## src/rtl/conv2d_mac_array_if.sv

```systemverilog
// Operand/result bus of the convolution MAC array: one valid/ready channel in, one out.
// Both channels transfer on a rising edge where valid && ready; valid never waits on ready.
interface conv2d_mac_array_if #(
    parameter int PIXEL_W  = 8,
    parameter int WEIGHT_W = 8,
    parameter int BIAS_W   = 16,
    parameter int OUT_W    = 16,
    parameter int ELEMS    = 27
);
    logic                        in_valid;
    logic                        in_ready;
    logic [ELEMS*PIXEL_W-1:0]    window;
    logic [ELEMS*WEIGHT_W-1:0]   weights;
    logic [BIAS_W-1:0]           bias;
    logic                        relu_en;
    logic                        out_valid;
    logic                        out_ready;
    logic [OUT_W-1:0]            out_px;
    logic                        out_sat;

    modport master (
        output in_valid, window, weights, bias, relu_en, out_ready,
        input  in_ready, out_valid, out_px, out_sat
    );

    modport slave (
        input  in_valid, window, weights, bias, relu_en, out_ready,
        output in_ready, out_valid, out_px, out_sat
    );
endinterface

```

## src/rtl/conv2d_mac_array.sv

```systemverilog
// Multi-channel 2D convolution dot product: LANES signed MACs per cycle over a latched window,
// then round/shift, optional ReLU and saturation to OUT_W.
module conv2d_mac_array #(
    parameter int PIXEL_W      = 8,
    parameter int WEIGHT_W     = 8,
    parameter int BIAS_W       = 16,
    parameter int ACC_W        = 32,
    parameter int OUT_W        = 16,
    parameter int CHANNELS     = 3,
    parameter int WINDOW_ELEMS = 9,
    parameter int LANES        = 3,
    parameter int SHIFT        = 0
) (
    input  logic               clk,
    input  logic               rst,
    conv2d_mac_array_if.slave  bus,
    output logic [1:0]         dbg_state_o
);
    localparam int ELEMS  = CHANNELS * WINDOW_ELEMS;
    localparam int BEATS  = (LANES > 0) ? ELEMS / LANES : 1;
    localparam int BEAT_W = (BEATS > 1) ? $clog2(BEATS) : 1;
    localparam int RND_SH = (SHIFT > 0) ? SHIFT - 1 : 0;
    localparam logic signed [ACC_W-1:0] ROUND   = (SHIFT > 0) ? (ACC_W'(1) << RND_SH) : '0;
    localparam logic signed [ACC_W-1:0] OUT_MAX = ACC_W'((64'sd1 <<< (OUT_W - 1)) - 1);
    localparam logic signed [ACC_W-1:0] OUT_MIN = -OUT_MAX - 1;

    if (LANES < 1 || (ELEMS % ((LANES > 0) ? LANES : 1)) != 0) begin : g_bad_lanes
        $error("conv2d_mac_array: LANES must be >= 1 and divide CHANNELS*WINDOW_ELEMS");
    end

    typedef enum logic [1:0] {IDLE = 2'd0, MAC = 2'd1, OUT = 2'd2} state_t;

    state_t                         state_q, state_d;
    logic [BEAT_W-1:0]              beat_q, beat_d;
    logic signed [ACC_W-1:0]        acc_q, acc_d;
    logic [ELEMS*PIXEL_W-1:0]       win_q, win_d;
    logic [ELEMS*WEIGHT_W-1:0]      wts_q, wts_d;
    logic                           relu_q, relu_d;
    logic [OUT_W-1:0]               out_px_q, out_px_d;
    logic                           out_sat_q, out_sat_d;
    logic signed [ACC_W-1:0]        lane_sum;
    logic signed [ACC_W-1:0]        acc_next;
    logic [OUT_W:0]                 post_res;

    function automatic logic signed [ACC_W-1:0] tap_prod(input int idx);
        logic signed [PIXEL_W-1:0]          p;
        logic signed [WEIGHT_W-1:0]         w;
        logic signed [PIXEL_W+WEIGHT_W-1:0] pr;
        p  = win_q[idx*PIXEL_W +: PIXEL_W];
        w  = wts_q[idx*WEIGHT_W +: WEIGHT_W];
        pr = p * w;
        return ACC_W'(pr);
    endfunction

    // Returns {sat, px}: round-shift first, then ReLU, then clip to the signed OUT_W range.
    function automatic logic [OUT_W:0] post_proc(input logic signed [ACC_W-1:0] a,
                                                 input logic relu);
        logic signed [ACC_W-1:0] v;
        v = a;
        if (SHIFT > 0) v = (v + ROUND) >>> SHIFT;
        if (relu && v < 0) v = '0;
        if (v > OUT_MAX) return {1'b1, OUT_MAX[OUT_W-1:0]};
        if (v < OUT_MIN) return {1'b1, OUT_MIN[OUT_W-1:0]};
        return {1'b0, v[OUT_W-1:0]};
    endfunction

    always_comb begin
        lane_sum = '0;
        for (int l = 0; l < LANES; l++) begin
            lane_sum = lane_sum + tap_prod(int'(beat_q) * LANES + l);
        end
        acc_next = acc_q + lane_sum;
        post_res = post_proc(acc_next, relu_q);
    end

    always_comb begin
        state_d   = state_q;
        beat_d    = beat_q;
        acc_d     = acc_q;
        win_d     = win_q;
        wts_d     = wts_q;
        relu_d    = relu_q;
        out_px_d  = out_px_q;
        out_sat_d = out_sat_q;
        case (state_q)
            IDLE: begin
                if (bus.in_valid) begin
                    win_d   = bus.window;
                    wts_d   = bus.weights;
                    relu_d  = bus.relu_en;
                    acc_d   = ACC_W'($signed(bus.bias));
                    beat_d  = '0;
                    state_d = MAC;
                end
            end
            MAC: begin
                acc_d = acc_next;
                if (beat_q == BEAT_W'(BEATS - 1)) begin
                    out_px_d  = post_res[OUT_W-1:0];
                    out_sat_d = post_res[OUT_W];
                    state_d   = OUT;
                end else begin
                    beat_d = beat_q + 1'b1;
                end
            end
            OUT: begin
                if (bus.out_ready) state_d = IDLE;
            end
            default: state_d = IDLE;
        endcase
    end

    always_ff @(posedge clk) begin
        if (rst) begin
            state_q   <= IDLE;
            beat_q    <= '0;
            acc_q     <= '0;
            out_px_q  <= '0;
            out_sat_q <= 1'b0;
        end else begin
            state_q   <= state_d;
            beat_q    <= beat_d;
            acc_q     <= acc_d;
            out_px_q  <= out_px_d;
            out_sat_q <= out_sat_d;
        end
    end

    // Operand holding registers only change on an accepted handshake, so they need no reset.
    always_ff @(posedge clk) begin
        win_q  <= win_d;
        wts_q  <= wts_d;
        relu_q <= relu_d;
    end

    assign bus.in_ready  = (state_q == IDLE);
    assign bus.out_valid = (state_q == OUT);
    assign bus.out_px    = out_px_q;
    assign bus.out_sat   = out_sat_q;
    assign dbg_state_o   = state_q;
endmodule

```

## src/flat_wrapper.sv

```systemverilog
// flat-port wrapper written by rule: the top's interface ports become plain ports
module conv2d_mac_array_flat 
#(
    parameter int PIXEL_W      = 8,
    parameter int WEIGHT_W     = 8,
    parameter int BIAS_W       = 16,
    parameter int ACC_W        = 32,
    parameter int OUT_W        = 16,
    parameter int CHANNELS     = 3,
    parameter int WINDOW_ELEMS = 9,
    parameter int LANES        = 3,
    parameter int SHIFT        = 0
)
  (clk, rst, dbg_state_o, bus_in_valid, bus_window, bus_weights, bus_bias, bus_relu_en, bus_out_ready, bus_in_ready, bus_out_valid, bus_out_px, bus_out_sat);
  conv2d_mac_array_if #(.PIXEL_W(PIXEL_W), .WEIGHT_W(WEIGHT_W), .BIAS_W(BIAS_W), .OUT_W(OUT_W), .ELEMS((27))) bus_i ();
  input  logic clk;
  input  logic rst;
  output logic [1:0] dbg_state_o;
  input wire logic [$bits(bus_i.in_valid)-1:0] bus_in_valid;
  input wire logic [$bits(bus_i.window)-1:0] bus_window;
  input wire logic [$bits(bus_i.weights)-1:0] bus_weights;
  input wire logic [$bits(bus_i.bias)-1:0] bus_bias;
  input wire logic [$bits(bus_i.relu_en)-1:0] bus_relu_en;
  input wire logic [$bits(bus_i.out_ready)-1:0] bus_out_ready;
  output wire logic [$bits(bus_i.in_ready)-1:0] bus_in_ready;
  output wire logic [$bits(bus_i.out_valid)-1:0] bus_out_valid;
  output wire logic [$bits(bus_i.out_px)-1:0] bus_out_px;
  output wire logic [$bits(bus_i.out_sat)-1:0] bus_out_sat;
  assign bus_i.in_valid = bus_in_valid;
  assign bus_i.window = bus_window;
  assign bus_i.weights = bus_weights;
  assign bus_i.bias = bus_bias;
  assign bus_i.relu_en = bus_relu_en;
  assign bus_i.out_ready = bus_out_ready;
  assign bus_in_ready = bus_i.in_ready;
  assign bus_out_valid = bus_i.out_valid;
  assign bus_out_px = bus_i.out_px;
  assign bus_out_sat = bus_i.out_sat;
  conv2d_mac_array #(.PIXEL_W(PIXEL_W), .WEIGHT_W(WEIGHT_W), .BIAS_W(BIAS_W), .ACC_W(ACC_W), .OUT_W(OUT_W), .CHANNELS(CHANNELS), .WINDOW_ELEMS(WINDOW_ELEMS), .LANES(LANES), .SHIFT(SHIFT)) u_core (.clk(clk), .rst(rst), .bus(bus_i), .dbg_state_o(dbg_state_o));
endmodule
```

## config.mk

```make
export PLATFORM = sky130hd
export DESIGN_NAME = conv2d_mac_array_flat
export DESIGN_NICKNAME = d
export VERILOG_FILES = /design/src/rtl/conv2d_mac_array_if.sv /design/src/rtl/conv2d_mac_array.sv /design/src/flat_wrapper.sv
export SDC_FILE = /design/constraint.sdc
export NUM_CORES = 1
export LEC_CHECK = 0
export BUFFER_PORTS_ARGS = -buffer_cell sky130_fd_sc_hd__buf_2
export CAP_MARGIN = 25
export CELL_PAD_IN_SITES_DETAIL_PLACEMENT = 2
export CELL_PAD_IN_SITES_GLOBAL_PLACEMENT = 2
export CORE_ASPECT_RATIO = 1.4
export CORE_MARGIN = 1
export CORE_UTILIZATION = 40
export CTS_CLUSTER_DIAMETER = 120
export CTS_CLUSTER_SIZE = 28
export DETAILED_ROUTE_END_ITERATION = 10
export PLACE_DENSITY_LB_ADDON = 0.12
export SYNTH_ARGS = -nofsm -noshare
export SYNTH_HDL_FRONTEND = slang
export SYNTH_SLANG_ARGS = --single-unit
```

## constraint.sdc

```tcl
create_clock -name clk -period 25 [get_ports clk]
set_input_delay 6.25 -clock clk [delete_from_list [all_inputs] [get_ports clk]]
set_output_delay 6.25 -clock clk [all_outputs]
set_load 0.01 [all_outputs]
```

# [Word-level counts from Yosys, hierarchy flattened]
# Cells that the tools add are included.
[totals] word_cells=59 regBits=488 output_inout_bits=21 inputBits=453
[classes] n_reduce_logical=8 n_addsub=6 mux=17 multipliers=4 eq_ne=7 shift=6 order_cmp=3
[op_table] op="216-bit by 32-bit variable part select with 8-bit output" n=4
[op_table] op="216-bit by 10-bit variable part select with 8-bit output" n=2
[op_table] op="17-bit 2-to-1 mux" n=4
[op_table] op="32-bit 2-to-1 mux" n=2
[op_table] op="32-bit case mux with 2 select lines" n=1
[op_table] op="8-bit by 8-bit multiplier with 16-bit output" n=3
[op_table] op="32-bit adder" n=1
[op_table] op="32-bit by 16-bit > comparator with 1-bit output (second input constant)" n=1
[op_table] op="32-bit by 1-bit less-than comparator with 1-bit output (second input constant)" n=1
[op_table] op="32-bit by 16-bit less-than comparator with 1-bit output (second input constant)" n=1
[op_table] op="29-bit by 2-bit adder with 29-bit output (second input constant)" n=1
[op_table] op="29-bit by 3-bit adder with 29-bit output (second input constant)" n=1
[op_table] op="17-bit by 16-bit adder with 18-bit output" n=1
[op_table] op="16-bit by 16-bit adder with 17-bit output" n=1
[op_table] op="4-bit 2-to-1 mux" n=2
[op_table] op="4-bit case mux with 2 select lines" n=1
[op_table] op="4-bit by 2-bit multiplier with 6-bit output (second input constant)" n=1
[op_table] op="2-bit 2-to-1 mux" n=3
[op_table] op="2-bit != test (second input constant)" n=3
[op_table] op="2-bit case mux with 3 select lines" n=1
[op_table] op="2-bit AND reduction" n=3
[op_table] op="3-bit AND reduction" n=2
[op_table] op="4-bit by 1-bit adder with 4-bit output (second input constant)" n=1
[op_table] op="4-bit == test (second input constant)" n=1
[op_table] op="7 further kinds" n=9

# [Longest topological paths before layout]
[logic_depth] ltp_word=15 depth_mapped=55 mapped_depth_nobuf=48

# [Least setup slack after synthesis]
# No wires, ideal clock.
[synth_path] path_kind="input port to flip-flop" from="input port bus_in_valid" to="register u_core.acc_q[11]" setup_ns=0.108 cell_stages=5 arrival_ns=20.249 slack_ns=4.643 required_ns=24.892 path_buffers=2 path_cell_list="and2_1 > clkbuf_1 > clkbuf_1 > a221oi_1 > nor2_1"
[synth_between] elab_chain_cells=2
[synth_rtl] element="start, declared" line="flat_wrapper.sv:19" rtl="input wire logic [$bits(bus_i.in_valid)-1:0] bus_in_valid;"
[synth_rtl] element="2-bit != test (no source line)"
[synth_rtl] element="2-bit AND reduction (no source line)"
[synth_rtl] element="end signal, assigned" line="conv2d_mac_array.sv:117" rtl="acc_q <= '0;"
[synth_rtl] element="end signal, assigned" line="conv2d_mac_array.sv:123" rtl="acc_q <= acc_d;"
[synth_rtl] element="end, declared" line="conv2d_mac_array.sv:35" rtl="logic signed [ACC_W-1:0] acc_q, acc_d;"
# Every way passes these cells.
# A chain may end at the register's enable or synchronous reset.

# [Worst setup path after layout]
[layout_path] from="register u_core.beat_q[0]" to="register u_core.out_px_q[1] (netlist: u_core.bus.out_px[1])"
[layout_between] elab_chain_cells=15 elab_cells_between_ends=28 classes_between="5 x add/sub; 4 x mul; 3 x order compare; 1 x eq/ne; 6 x shift; 7 x mux; 2 x reduce/logical"
[layout_rtl] element="start, declared" line="conv2d_mac_array.sv:34" rtl="logic [BEAT_W-1:0] beat_q, beat_d;"
[layout_rtl] element="start signal, assigned" line="conv2d_mac_array.sv:122" rtl="beat_q <= beat_d;"
[layout_rtl] element="4-bit by 2-bit multiplier with 6-bit output" line="conv2d_mac_array.sv:70" rtl="lane_sum = lane_sum + tap_prod(int'(beat_q) * LANES + l);"
[layout_rtl] element="29-bit by 2-bit adder with 29-bit output" line="conv2d_mac_array.sv:70"
[layout_rtl] element="216-bit by 32-bit variable part select with 8-bit output, on equally long branches" line="conv2d_mac_array.sv:49, conv2d_mac_array.sv:50"
[layout_rtl] element="8-bit by 8-bit multiplier with 16-bit output" line="conv2d_mac_array.sv:51" rtl="pr = p * w;"
[layout_rtl] element="16-bit by 16-bit adder with 17-bit output" line="conv2d_mac_array.sv:70"
[layout_rtl] element="17-bit by 16-bit adder with 18-bit output" line="conv2d_mac_array.sv:70"
[layout_rtl] element="32-bit adder" line="conv2d_mac_array.sv:72" rtl="acc_next = acc_q + lane_sum;"
[layout_rtl] element="32-bit by 1-bit less-than comparator with 1-bit output" line="conv2d_mac_array.sv:61" rtl="if (relu && v < 0) v = '0;"
[layout_rtl] element="1-bit logical AND" line="conv2d_mac_array.sv:61"
[layout_rtl] element="32-bit 2-to-1 mux" line="conv2d_mac_array.sv:61"
[layout_rtl] element="32-bit by 16-bit less-than comparator with 1-bit output" line="conv2d_mac_array.sv:63" rtl="if (v < OUT_MIN) return {1'b1, OUT_MIN[OUT_W-1:0]};"
[layout_rtl] element="1-bit 2-to-1 mux (2 in a row)" line="conv2d_mac_array.sv:63"
[layout_rtl] element="17-bit 2-to-1 mux" line="conv2d_mac_array.sv:64" rtl="return {1'b0, v[OUT_W-1:0]};"
[layout_rtl] element="17-bit 2-to-1 mux" line="conv2d_mac_array.sv:63"
[layout_rtl] element="end signal, assigned" line="conv2d_mac_array.sv:124" rtl="out_px_q <= out_px_d;"
[layout_rtl] element="end, declared" line="conv2d_mac_array.sv:39" rtl="logic [OUT_W-1:0] out_px_q, out_px_d;"
# Several ways; a longest one is shown, not always the timed one. The select of a mux whose other input is x is not followed.

==> flow_metrics.env <==
export IMPL_cts_clk_slew_worst_paths_ns=0.12
export IMPL_post_route_period_util_pct=64.40
export IMPL_synth_warnings=0
export IMPL_syn_area_mm2=0.03339
export IMPL_die_area_mm2=0.08465
export IMPL_synthArstFlopShare_pct=0
export IMPL_yosys_most_used_dff="edfxtp_1"
export IMPL_initial_core_util_pct=40.36
export IMPL_syn_inst=2629
export IMPL_syn2layout_area_growth_pct=13.52
export IMPL_die_w_um=246.2
export IMPL_vias=24428
export IMPL_fmax_mhz=62.11
export IMPL_dr_pass1_iters=5
export IMPL_nets=3854
export IMPL_critPathKind="flop to flop"
export IMPL_critPathRequiredTime_ns=25.54
export IMPL_grt_total_usage_pct=29.84
export IMPL_tightest_slew_ns=1.046
export IMPL_grt_max_degree=174
export IMPL_drive_gt1_share_pct=26.77
export IMPL_grt_pass1_vias=27853
export IMPL_overflow=0
export IMPL_reg2reg_depth=46
export IMPL_slew_headroom_pct=29.94
export IMPL_cts_hold_buffers=0
export IMPL_drt_iter0_drc=1589
export IMPL_dp_hpwl_um=100900
export IMPL_hold_slack_ns=0.5241
export IMPL_cts_root_buf="clkbuf_16"
export IMPL_synth_common_cells="edfxtp_1, inv_1, nand2_1, fa_1, mux4_2"
export IMPL_synth_seq_area_share_pct=42.24
export IMPL_cts_path_max_buffers=3
export IMPL_insertion_delay_ns=0.62
export IMPL_grt_pass1_wl_um=183900
export IMPL_reg2reg_slack_ns=8.90
export IMPL_hold_start="u_core.bus.out_px[15]"
export IMPL_worst_setup_path_end_kind="flop"
export IMPL_post_cts_buffers=0
export IMPL_critPathArrivalTime_ns=16.64
export IMPL_ant_nets=0
export IMPL_synthesis_nets=3430
export IMPL_startpoint_type="flop"
export IMPL_r2r_start="u_core.beat_q[0]"
export IMPL_synthTopCellsByArea="edfxtp_1, mux4_2, fa_1, ha_1, inv_1"
export IMPL_synth_top_cell_area_share_pct=38.94
export IMPL_cp_num_buf_inv=9
export IMPL_setup_viol=0
export IMPL_wl_per_cell_um=30.17
export IMPL_cp_depth=46
export IMPL_timing_critical_path_mode_cell="fa_1"
export IMPL_drv_cap=0
export IMPL_skew_ns=0.03753
export IMPL_finalSetupTns_ns=0
export IMPL_cp_slowest_cell="a2111oi_0"
export IMPL_route_detailed_drc=0
export IMPL_antenna_found_initial=10
export IMPL_cts_resized=0
export IMPL_cts_buffers_inserted=22
export IMPL_clock_sinks=488
export IMPL_hold_path_class="flop to flop"
export IMPL_chipHeight_um=343.8
export IMPL_postSynthAreaPerCell_um2=12.70
export IMPL_status="finished clean"
export IMPL_synth_cell_type_count=78
export IMPL_post_route_min_period_ns=16.10
export IMPL_hold_end="u_core.bus.out_px[15]"
export IMPL_reg2reg_to="u_core.bus.out_px[1]"
export IMPL_htree_num_levels=1
export IMPL_cp_top_family="compound AO/OA/AOI/OAI gates"
export IMPL_core_area_mm2=0.08274
export IMPL_ys_seq_elements=488
export IMPL_synth_edf_count=433
export IMPL_yosysTopAreaCell="edfxtp_1"
export IMPL_maxSlewViolCount=0
export IMPL_hold_violations=0
export IMPL_cts_tree="yes"
export IMPL_min_path_cells=2
export IMPL_io_pins=474
export IMPL_wl_um=125300
export IMPL_max_stage_delay_ns=0.91
export IMPL_globalplace_congestion=0.9257
export IMPL_avgViaCountPerCell=5.883
export IMPL_synth_most_common_cell="edfxtp_1"
export IMPL_rows=125
export IMPL_io_buffers=473
export IMPL_path_max_fanout=112
export IMPL_rsz0062_at_grt="false"
-- cell type report --
class	count	area, um^2
Sequential cell	488	14110
Inverter	299	1122
Clock buffer	31	615.6
Clock inverter	3	45.04
Multi-Input combinational cell	1712	17800
Tap cell	1079	1350
Antenna cell	10	25.02
Timing Repair Buffer	530	2836
Fill cell	8294	44830
-- worst max path at each step --
stage,startpoint,endpoint
floorplan,bus_in_valid,u_core.acc_q[11]
global route,u_core.beat_q[0],u_core.bus.out_px[1]
finish,u_core.beat_q[0],u_core.bus.out_px[1]
detailed placement,u_core.beat_q[0],u_core.bus.out_px[1]
CTS,u_core.beat_q[0],u_core.bus.out_px[1]
global placement,u_core.beat_q[0],u_core.bus.out_px[1]
-- routing by layer --
layer	vias up	track usage [%]	routed length, um
met5	-	0	34
li1	10379	-	-
met4	4	9.938	4084
met3	175	3.487	5993
met1	13035	35.02	46180
met2	835	55.89	68990
-- worst register-to-register path: cells and delay by family, from the launching register on --
kind            cells  cell delay [ns]
buf+inv             9             2.12
compound gates     18             5.22
simple gates        5             1.77
flops               1             0.90
xor+xnor            3             0.97
fa+ha+maj          11             5.07
-- logic make-up after synthesis --
family | count (synthesis) | share of synthesized area (%)
muxes | 288 | 16.84
buffers and inverters | 429 | 4.902
and+or+nand+nor | 662 | 8.806
xor gates and xnor gates | 65 | 1.750
DFF | 488 | 42.24
AOI/OAI and AO/OA | 349 | 7.090
adders and majority gates | 348 | 18.37
-- metrics by stage --
step                util [%]  worst slack [ns]  cells  instance area, um^2
floorplan                  -             4.643   2629                33390
finish                 45.81             8.901   4152                37900
global route           45.80             7.614   4149                37890
detailed placement     44.96             8.818   4106                37200
CTS                    45.76             8.847   4140                37860
global placement       44.92             9.243   4102                37170
-- cell usage in the layout (no fill, tap or decap), types with 7 or more instances in the layout --
| cell type | synthesis | layout |
|---|---|---|
| diode_2 | 0 | 10 |
| nor2_1 | 213 | 212 |
| inv_1 | 297 | 297 |
| nand2_1 | 238 | 238 |
| a21oi_1 | 69 | 69 |
| o32ai_1 | 14 | 14 |
| clkbuf_16 | 0 | 23 |
| o211ai_1 | 16 | 16 |
| a31oi_1 | 22 | 22 |
| dfxtp_1 | 55 | 53 |
| and3_1 | 20 | 20 |
| buf_4 | 0 | 53 |
| ha_1 | 111 | 109 |
| o21ai_0 | 44 | 44 |
| o21ai_1 | 24 | 24 |
| a221oi_1 | 22 | 22 |
| or2_2 | 10 | 10 |
| xor2_1 | 14 | 10 |
| a211oi_1 | 36 | 36 |
| buf_2 | 15 | 473 |
| xnor2_1 | 50 | 43 |
| nand3_1 | 64 | 64 |
| xnor2_2 | 0 | 7 |
| o311ai_0 | 7 | 7 |
| mux2i_1 | 60 | 60 |
| o22ai_1 | 9 | 9 |
| a22oi_1 | 9 | 9 |
| edfxtp_1 | 433 | 433 |
| mux4_2 | 218 | 218 |
| nor2b_1 | 29 | 29 |
| nor3_1 | 22 | 22 |
| and2_1 | 18 | 17 |
| a21o_1 | 15 | 15 |
| clkbuf_1 | 87 | 7 |
| mux2_2 | 10 | 10 |
| fa_1 | 237 | 237 |
| nand2b_1 | 20 | 20 |
-- flip-flops by register name, summed over array words and instances (netlist names) --
name                count
u_core.win_q          216
u_core.dbg_state_o      2
u_core.acc_q           32
u_core.bus.out_sat      1
u_core.relu_q           1
u_core.bus.out_px      16
u_core.beat_q           4
u_core.wts_q          216
Power is left out: the tool's default activity adds up to more than one toggle a clock period on the data nets, which glitch-free logic cannot reach.
